**src/rtl/uart_key_rx_if.sv**
```systemverilog
// Serial-in / held-key-out bundle between the keyboard UART receiver and the light stage.
interface uart_key_rx_if;
   logic       inRx;
   logic [7:0] outSel;
   logic       outValid;
   logic       outFrameErr;

   modport master (output inRx, input outSel, outValid, outFrameErr);
   modport slave  (input inRx, output outSel, outValid, outFrameErr);
endinterface

```
**src/rtl/uart_key_rx.sv**
```systemverilog
// UART 8N1 receiver turning keyboard key codes into a held note-select level,
// with auto-release after a hold timeout and one-shot framing-error flag.
//
// state   | meaning
// --------+-------------------------------------------------------------
// S_IDLE  | line idle, waiting for rxS low
// S_START | half-bit wait, re-check start bit (glitch reject)
// S_DATA  | sample 8 data bits LSB first, one per bit period
// S_STOP  | one bit period, then sample the stop bit
// S_BREAK | stop bit was low, wait for line to return high
module uart_key_rx #(
   parameter int C_CLK_FRQ  = 100_000_000,
   parameter int C_BAUD     = 115_200,
   parameter int C_HOLD_CYC = 10_000_000
) (
   input  logic          clk,
   input  logic          rstb,
   uart_key_rx_if.slave  bus
);

   localparam int BIT_CYC  = C_CLK_FRQ / C_BAUD;
   localparam int HALF_CYC = BIT_CYC / 2;
   localparam int CW       = (BIT_CYC > 2) ? $clog2(BIT_CYC) : 1;
   localparam int HW       = (C_HOLD_CYC > 1) ? $clog2(C_HOLD_CYC) : 1;

   localparam logic [CW-1:0] BIT_LD   = CW'(BIT_CYC - 1);
   localparam logic [CW-1:0] START_LD = CW'((HALF_CYC > 1) ? HALF_CYC - 2 : 0);
   localparam logic [HW-1:0] HOLD_TC  = HW'((C_HOLD_CYC > 0) ? C_HOLD_CYC - 1 : 0);

   typedef enum logic [2:0] {
      S_IDLE,
      S_START,
      S_DATA,
      S_STOP,
      S_BREAK
   } state_t;

   state_t        state, stateNxt;
   logic          rxMeta, rxS;
   logic [CW-1:0] cnt, cntNxt;
   logic [2:0]    bitIdx, bitNxt;
   logic [7:0]    shiftReg, shiftNxt;
   logic [HW-1:0] holdCnt;
   logic [7:0]    selReg;
   logic          validReg, errReg;
   logic          goodFrame, frameErr;

   assign bus.outSel      = selReg;
   assign bus.outValid    = validReg;
   assign bus.outFrameErr = errReg;

   always_ff @(posedge clk or posedge rstb) begin
      if (rstb) begin
         rxMeta <= 1'b1;
         rxS    <= 1'b1;
      end else begin
         rxMeta <= bus.inRx;
         rxS    <= rxMeta;
      end
   end

   always_ff @(posedge clk or posedge rstb) begin
      if (rstb) begin
         state    <= S_IDLE;
         cnt      <= '0;
         bitIdx   <= '0;
         shiftReg <= '0;
      end else begin
         state    <= stateNxt;
         cnt      <= cntNxt;
         bitIdx   <= bitNxt;
         shiftReg <= shiftNxt;
      end
   end

   // Bit timer is a down-counter; each state acts when it hits zero.
   always_comb begin
      stateNxt  = state;
      cntNxt    = cnt;
      bitNxt    = bitIdx;
      shiftNxt  = shiftReg;
      goodFrame = 1'b0;
      frameErr  = 1'b0;
      case (state)
         S_IDLE: begin
            if (!rxS) begin
               stateNxt = S_START;
               cntNxt   = START_LD;
               bitNxt   = '0;
            end
         end
         S_START: begin
            if (cnt != '0) begin
               cntNxt = cnt - 1'b1;
            end else if (rxS) begin
               stateNxt = S_IDLE;
            end else begin
               stateNxt = S_DATA;
               cntNxt   = BIT_LD;
               bitNxt   = '0;
            end
         end
         S_DATA: begin
            if (cnt != '0) begin
               cntNxt = cnt - 1'b1;
            end else begin
               shiftNxt = {rxS, shiftReg[7:1]};
               cntNxt   = BIT_LD;
               if (bitIdx == 3'd7) begin
                  stateNxt = S_STOP;
               end else begin
                  bitNxt = bitIdx + 1'b1;
               end
            end
         end
         S_STOP: begin
            if (cnt != '0) begin
               cntNxt = cnt - 1'b1;
            end else begin
               cntNxt = '0;
               if (rxS) begin
                  goodFrame = 1'b1;
                  stateNxt  = S_IDLE;
               end else begin
                  frameErr = 1'b1;
                  stateNxt = S_BREAK;
               end
            end
         end
         S_BREAK: begin
            if (rxS) begin
               stateNxt = S_IDLE;
            end
         end
         default: stateNxt = S_IDLE;
      endcase
   end

   // A frame landing on the expiry cycle takes priority over the auto-release.
   always_ff @(posedge clk or posedge rstb) begin
      if (rstb) begin
         selReg   <= 8'h00;
         validReg <= 1'b0;
         errReg   <= 1'b0;
         holdCnt  <= '0;
      end else begin
         validReg <= goodFrame;
         errReg   <= frameErr;
         if (goodFrame) begin
            selReg  <= shiftReg;
            holdCnt <= '0;
         end else if ((C_HOLD_CYC > 0) && (selReg != 8'h00)) begin
            if (holdCnt == HOLD_TC) begin
               selReg  <= 8'h00;
               holdCnt <= '0;
            end else begin
               holdCnt <= holdCnt + 1'b1;
            end
         end
      end
   end

endmodule

```
**src/flat_wrapper.sv**
```systemverilog
// flat-port wrapper written by rule: the top's interface ports become plain ports
module uart_key_rx_flat 
#(
   parameter int C_CLK_FRQ  = 100_000_000,
   parameter int C_BAUD     = 115_200,
   parameter int C_HOLD_CYC = 10_000_000
)
  (clk, rstb, bus_inRx, bus_outSel, bus_outValid, bus_outFrameErr);
  uart_key_rx_if bus_i ();
  input  logic clk;
  input  logic rstb;
  input wire logic [$bits(bus_i.inRx)-1:0] bus_inRx;
  output wire logic [$bits(bus_i.outSel)-1:0] bus_outSel;
  output wire logic [$bits(bus_i.outValid)-1:0] bus_outValid;
  output wire logic [$bits(bus_i.outFrameErr)-1:0] bus_outFrameErr;
  assign bus_i.inRx = bus_inRx;
  assign bus_outSel = bus_i.outSel;
  assign bus_outValid = bus_i.outValid;
  assign bus_outFrameErr = bus_i.outFrameErr;
  uart_key_rx #(.C_CLK_FRQ(C_CLK_FRQ), .C_BAUD(C_BAUD), .C_HOLD_CYC(C_HOLD_CYC)) u_core (.clk(clk), .rstb(rstb), .bus(bus_i));
endmodule
```
**config.mk**
```make
export PLATFORM = sky130hd
export DESIGN_NAME = uart_key_rx_flat
export DESIGN_NICKNAME = d
export VERILOG_FILES = /design/src/rtl/uart_key_rx_if.sv /design/src/rtl/uart_key_rx.sv /design/src/flat_wrapper.sv
export SDC_FILE = /design/constraint.sdc
export NUM_CORES = 1
export LEC_CHECK = 0
export CORE_ASPECT_RATIO = 1.5
export CORE_MARGIN = 2
export CORE_UTILIZATION = 56
export DETAILED_ROUTE_END_ITERATION = 10
export GPL_TIMING_DRIVEN = 0
export PLACE_DENSITY_LB_ADDON = 0.2
export SETUP_SLACK_MARGIN = 0.02
export SYNTH_ARGS = -nofsm -noshare
export SYNTH_HDL_FRONTEND = slang
export SYNTH_SLANG_ARGS = --single-unit
```
**constraint.sdc**
```tcl
create_clock -name clk -period 2.65 [get_ports clk]
set_input_delay 0.6625 -clock clk [delete_from_list [all_inputs] [get_ports clk]]
set_output_delay 0.6625 -clock clk [all_outputs]
set_load 0.01 [all_outputs]
```
==> results.py <==
metrics = {
    "placement": {
        "placed_area_um2": 3470,
        "gp_congestion": 0.928,
        "place_ws_ns": 0.444,
        "port_buffers": 12,
        "dpl.hpwl_um": 4990,
    },
    "sta": {
        "slew_headroom_pct": 57.5,
        "finalCritPeriodShare_pct": 85.5,
        "worstMarginPinSlew_ns": 0.634,
        "fin_worst_skew_ns": 0.0100,
        "final-max-slew-violation-count": 0,
        "fmax_ghz": 0.441,
        "period_needed_ns": 2.27,
        "finalSetupViolCount": 0,
        "final_hold_viol_count": 0,
        "finalHoldWorstSlack_ns": 0.357,
        "rsz0062_at_grt": "no",
        "setup_ws_ns": 0.384,
    },
    "clocking": {
        "cts.htree.levels": 3,
        "cts_tree": "built",
        "clk_latency_ns": 0.35,
        "cts_sinks": 60,
        "cts-buffers-inserted": 9,
        "post_cts_buffers": 0,
        "cts_hold_buf": 0,
        "path_clk_slew_ns": 0.07,
        "ctsResizeCount": 0,
        "cts_buffer_depth": 2,
        "root_buffer": "clkbuf_8",
    },
    "synthesis": {
        "synth-edff-count": 0,
        "synth_area_um2": 3240,
        "synthFlopType": "dfrtp_1",
        "synth-seq-cells": 60,
        "ys_seq_area_share_pct": 46.4,
        "ys_async_sr_fraction_pct": 100,
        "synth.net_count": 341,
        "ys_warn_count": 0,
        "synth_cell_types": 64,
        "syn_inst": 333,
        "synth.avg_cell_area_um2": 9.73,
    },
    "die": {
        "fp.dieW_um": 66.1,
        "die_height_um": 97.2,
        "initial_utilization_pct": 58.6,
        "die-area_um2": 6420,
        "coreArea_um2": 5530,
        "boundaryPins": 13,
        "row_count": 33,
    },
    "critical_path": {
        "rrSetupSlack_ns": 0.38,
        "r2r_end": "u_core.cnt[9]$_DFFE_PP0P_",
        "crit_path_start": "u_core.cnt[0]$_DFFE_PP0P_",
        "critical_path.max_fanout": 10,
        "critPathMaxStageDelay_ns": 0.40,
        "reg2reg_from": "u_core.cnt[0]$_DFFE_PP0P_",
        "crit_required_ns": 2.88,
        "critPathKind": "register to register",
        "critPathArrivalTime_ns": 2.50,
        "crit_slowest_cell": "dfrtp_1",
        "crit_chain": "inv_1 -> ha_1 -> nor3b_4 -> and3_1 -> buf_2 -> a31oi_1 -> o311a_1 -> a221o_1",
        "cp-start-kind": "register",
        "rr_worst_depth": 8,
        "cp-end-kind": "register",
        "endpoint": "u_core.cnt[9]$_DFFE_PP0P_",
    },
    "power": {
        "leakage_nw": 1.56,
        "power.density_nw_per_um2": 508,
        "p_total_w": 0.00188,
        "peakVddDrop_v": 0.000411,
    },
    "global_routing": {
        "grtUsageMet1_pct": 30.4,
        "grt_max_degree": 44,
        "grt_pass1_wl_um": 12600,
        "busiest_layer": "met2",
        "grt_overflow": 0,
        "antenna_found_initial": 0,
        "use_met2_pct": 41.0,
        "grt_pass1_vias": 2646,
        "grt_util_met3_pct": 6.14,
        "grtUsageTotal_pct": 25.2,
    },
    "layout": {
        "drive_gt1_share_pct": 14.6,
        "final_cell_area_um2": 3690,
        "multi_input_area_um2": 1620,
        "register_area_um2": 1500,
        "nets": 365,
        "fillers": 463,
        "antennaDiodeCount": 0,
        "syn2layout_area_growth_pct": 13.9,
        "fin_util_pct": 66.7,
    },
    "run": {
        "maxCapViolCount": 0,
    },
    "route": {
        "drt_iter0_markers": 277,
        "via_count": 2716,
        "wl_per_cell_um": 17.0,
        "routed_wl_um": 7330,
        "drc": 0,
        "drt_pass1_iterations": 5,
        "drtAntennaViolNets": 0,
        "via_per_inst": 6.29,
    },
    "min_path": {
        "hp-class": "register to register",
    },
    "status": {
        "status": "finished clean",
    },
}
[placed cells by master, fill, tap and decap left out, types with 3 or more instances in the layout]
master           count
nor2_1              25
a21oi_1             26
nor4_1               6
inv_1                7
o21ai_0             18
buf_2                5
nand3_1             20
or3_1                4
nand4_1              9
nand2b_1             5
or3b_1               4
clkbuf_1             3
xor2_1               3
clkbuf_8             9
a22o_1              10
a31oi_1              5
ha_1                 5
o22ai_1              4
or4b_1               3
clkdlybuf4s50_1     12
buf_6                3
mux2_2               9
and3_1               4
dfrtp_1             58
nor3_1               9
nor2b_1              3
nand2_1             35
[where the power goes]
| part | internal, W | switching, W |
|---|---|---|
| Combinational | 0.00000748 | 0.0000202 |
| Sequential | 0.000918 | 0.00000208 |
| Clock | 0.000533 | 0.000394 |
[state kept, by name (all words and copies together), names as in the netlist]
name / flops
u_core.bitIdx: 3
u_core.bus.outFrameErr: 1
u_core.bus.outSel: 8
u_core.bus.outValid: 1
u_core.cnt: 10
u_core.holdCnt: 24
u_core.rxMeta: 1
u_core.rxS: 1
u_core.shiftReg: 8
u_core.state: 3
[cell type report]
cell class	count	share of cell area (%)
inverters	8	0.814
well taps	70	2.37
clock inverters	7	2.68
multi-input cells	252	44.0
clock buffers	9	3.36
plain buffers	13	2.24
repair buffers	13	3.80
flip-flops and latches	60	40.7
[worst max-delay path, delay by kind of cell (launching register included)]
family | cells | cell delay, ns
adder cells (fa/ha/maj) | 1 | 0.18
AND/OR/NAND/NOR | 2 | 0.48
flip-flops | 1 | 0.40
buffers and inverters | 2 | 0.35
AO/OA/AOI/OAI | 3 | 0.75
[Yosys cell counts (3+ instances only)]
cell,n,share of area (%)
nor3_1,9,1.4
o22ai_1,4,0.77
nor2b_1,3,0.58
nor2_1,25,2.9
a31oi_1,5,0.97
or4b_1,3,0.93
buf_6,3,1.0
clkbuf_1,3,0.35
a22o_1,10,2.7
nand2b_1,5,0.97
or3b_1,4,1.1
ha_1,5,1.9
nor4_1,6,1.2
or3_1,4,0.77
inv_1,8,0.93
a21oi_1,26,4.0
buf_2,5,0.77
dfrtp_1,58,45
xor2_1,3,0.81
mux2_2,9,3.1
nand2_1,35,4.1
and3_1,4,0.77
o21ai_0,18,2.8
nand4_1,9,1.7
nand3_1,20,3.1
[kinds of logic (layout without fill, tap and decap cells)]
| logic type | after synthesis | count (layout) | share of synthesized area [%] |
|---|---|---|---|
| XOR/XNOR | 5 | 5 | 1.35 |
| AND/OR/NAND/NOR | 151 | 151 | 27.3 |
| buffers and inverters | 21 | 50 | 3.47 |
| adder cells (fa/ha/maj) | 5 | 5 | 1.93 |
| multiplexers | 10 | 10 | 3.44 |
| flip-flops | 60 | 60 | 46.4 |
| AO/OA/AOI/OAI | 81 | 81 | 16.1 |
[worst min-delay path by stage]
stage,from,to,slack [ns],cells after the start
after detailed placement,u_core.rxMeta$_DFF_PP1_,u_core.rxS$_DFF_PP1_,0.35,0
after global routing,u_core.rxMeta$_DFF_PP1_,u_core.rxS$_DFF_PP1_,0.36,0
after global placement,u_core.rxMeta$_DFF_PP1_,u_core.rxS$_DFF_PP1_,0.35,0
after floorplan,u_core.rxMeta$_DFF_PP1_,u_core.rxS$_DFF_PP1_,0.35,0
after CTS,u_core.rxMeta$_DFF_PP1_,u_core.rxS$_DFF_PP1_,0.36,0
final,u_core.rxMeta$_DFF_PP1_,u_core.rxS$_DFF_PP1_,0.36,0
[routing by layer]
layer / vias to the layer above / share of wire [%]
met3: 24 / 4.2
li1: 1287 / -
met5: - / 0
met4: 0 / 3.0
met1: 1308 / 40
met2: 97 / 52
[stage by stage]
step	TNS, ns	cells
6_report	0	432
5_1_grt	0	432
4_1_cts	0	432
3_5_place_dp	0	416
3_3_place_gp	-29.91	415
2_1_floorplan	0	333
Note: power is estimated with default switching activity, not from simulation.
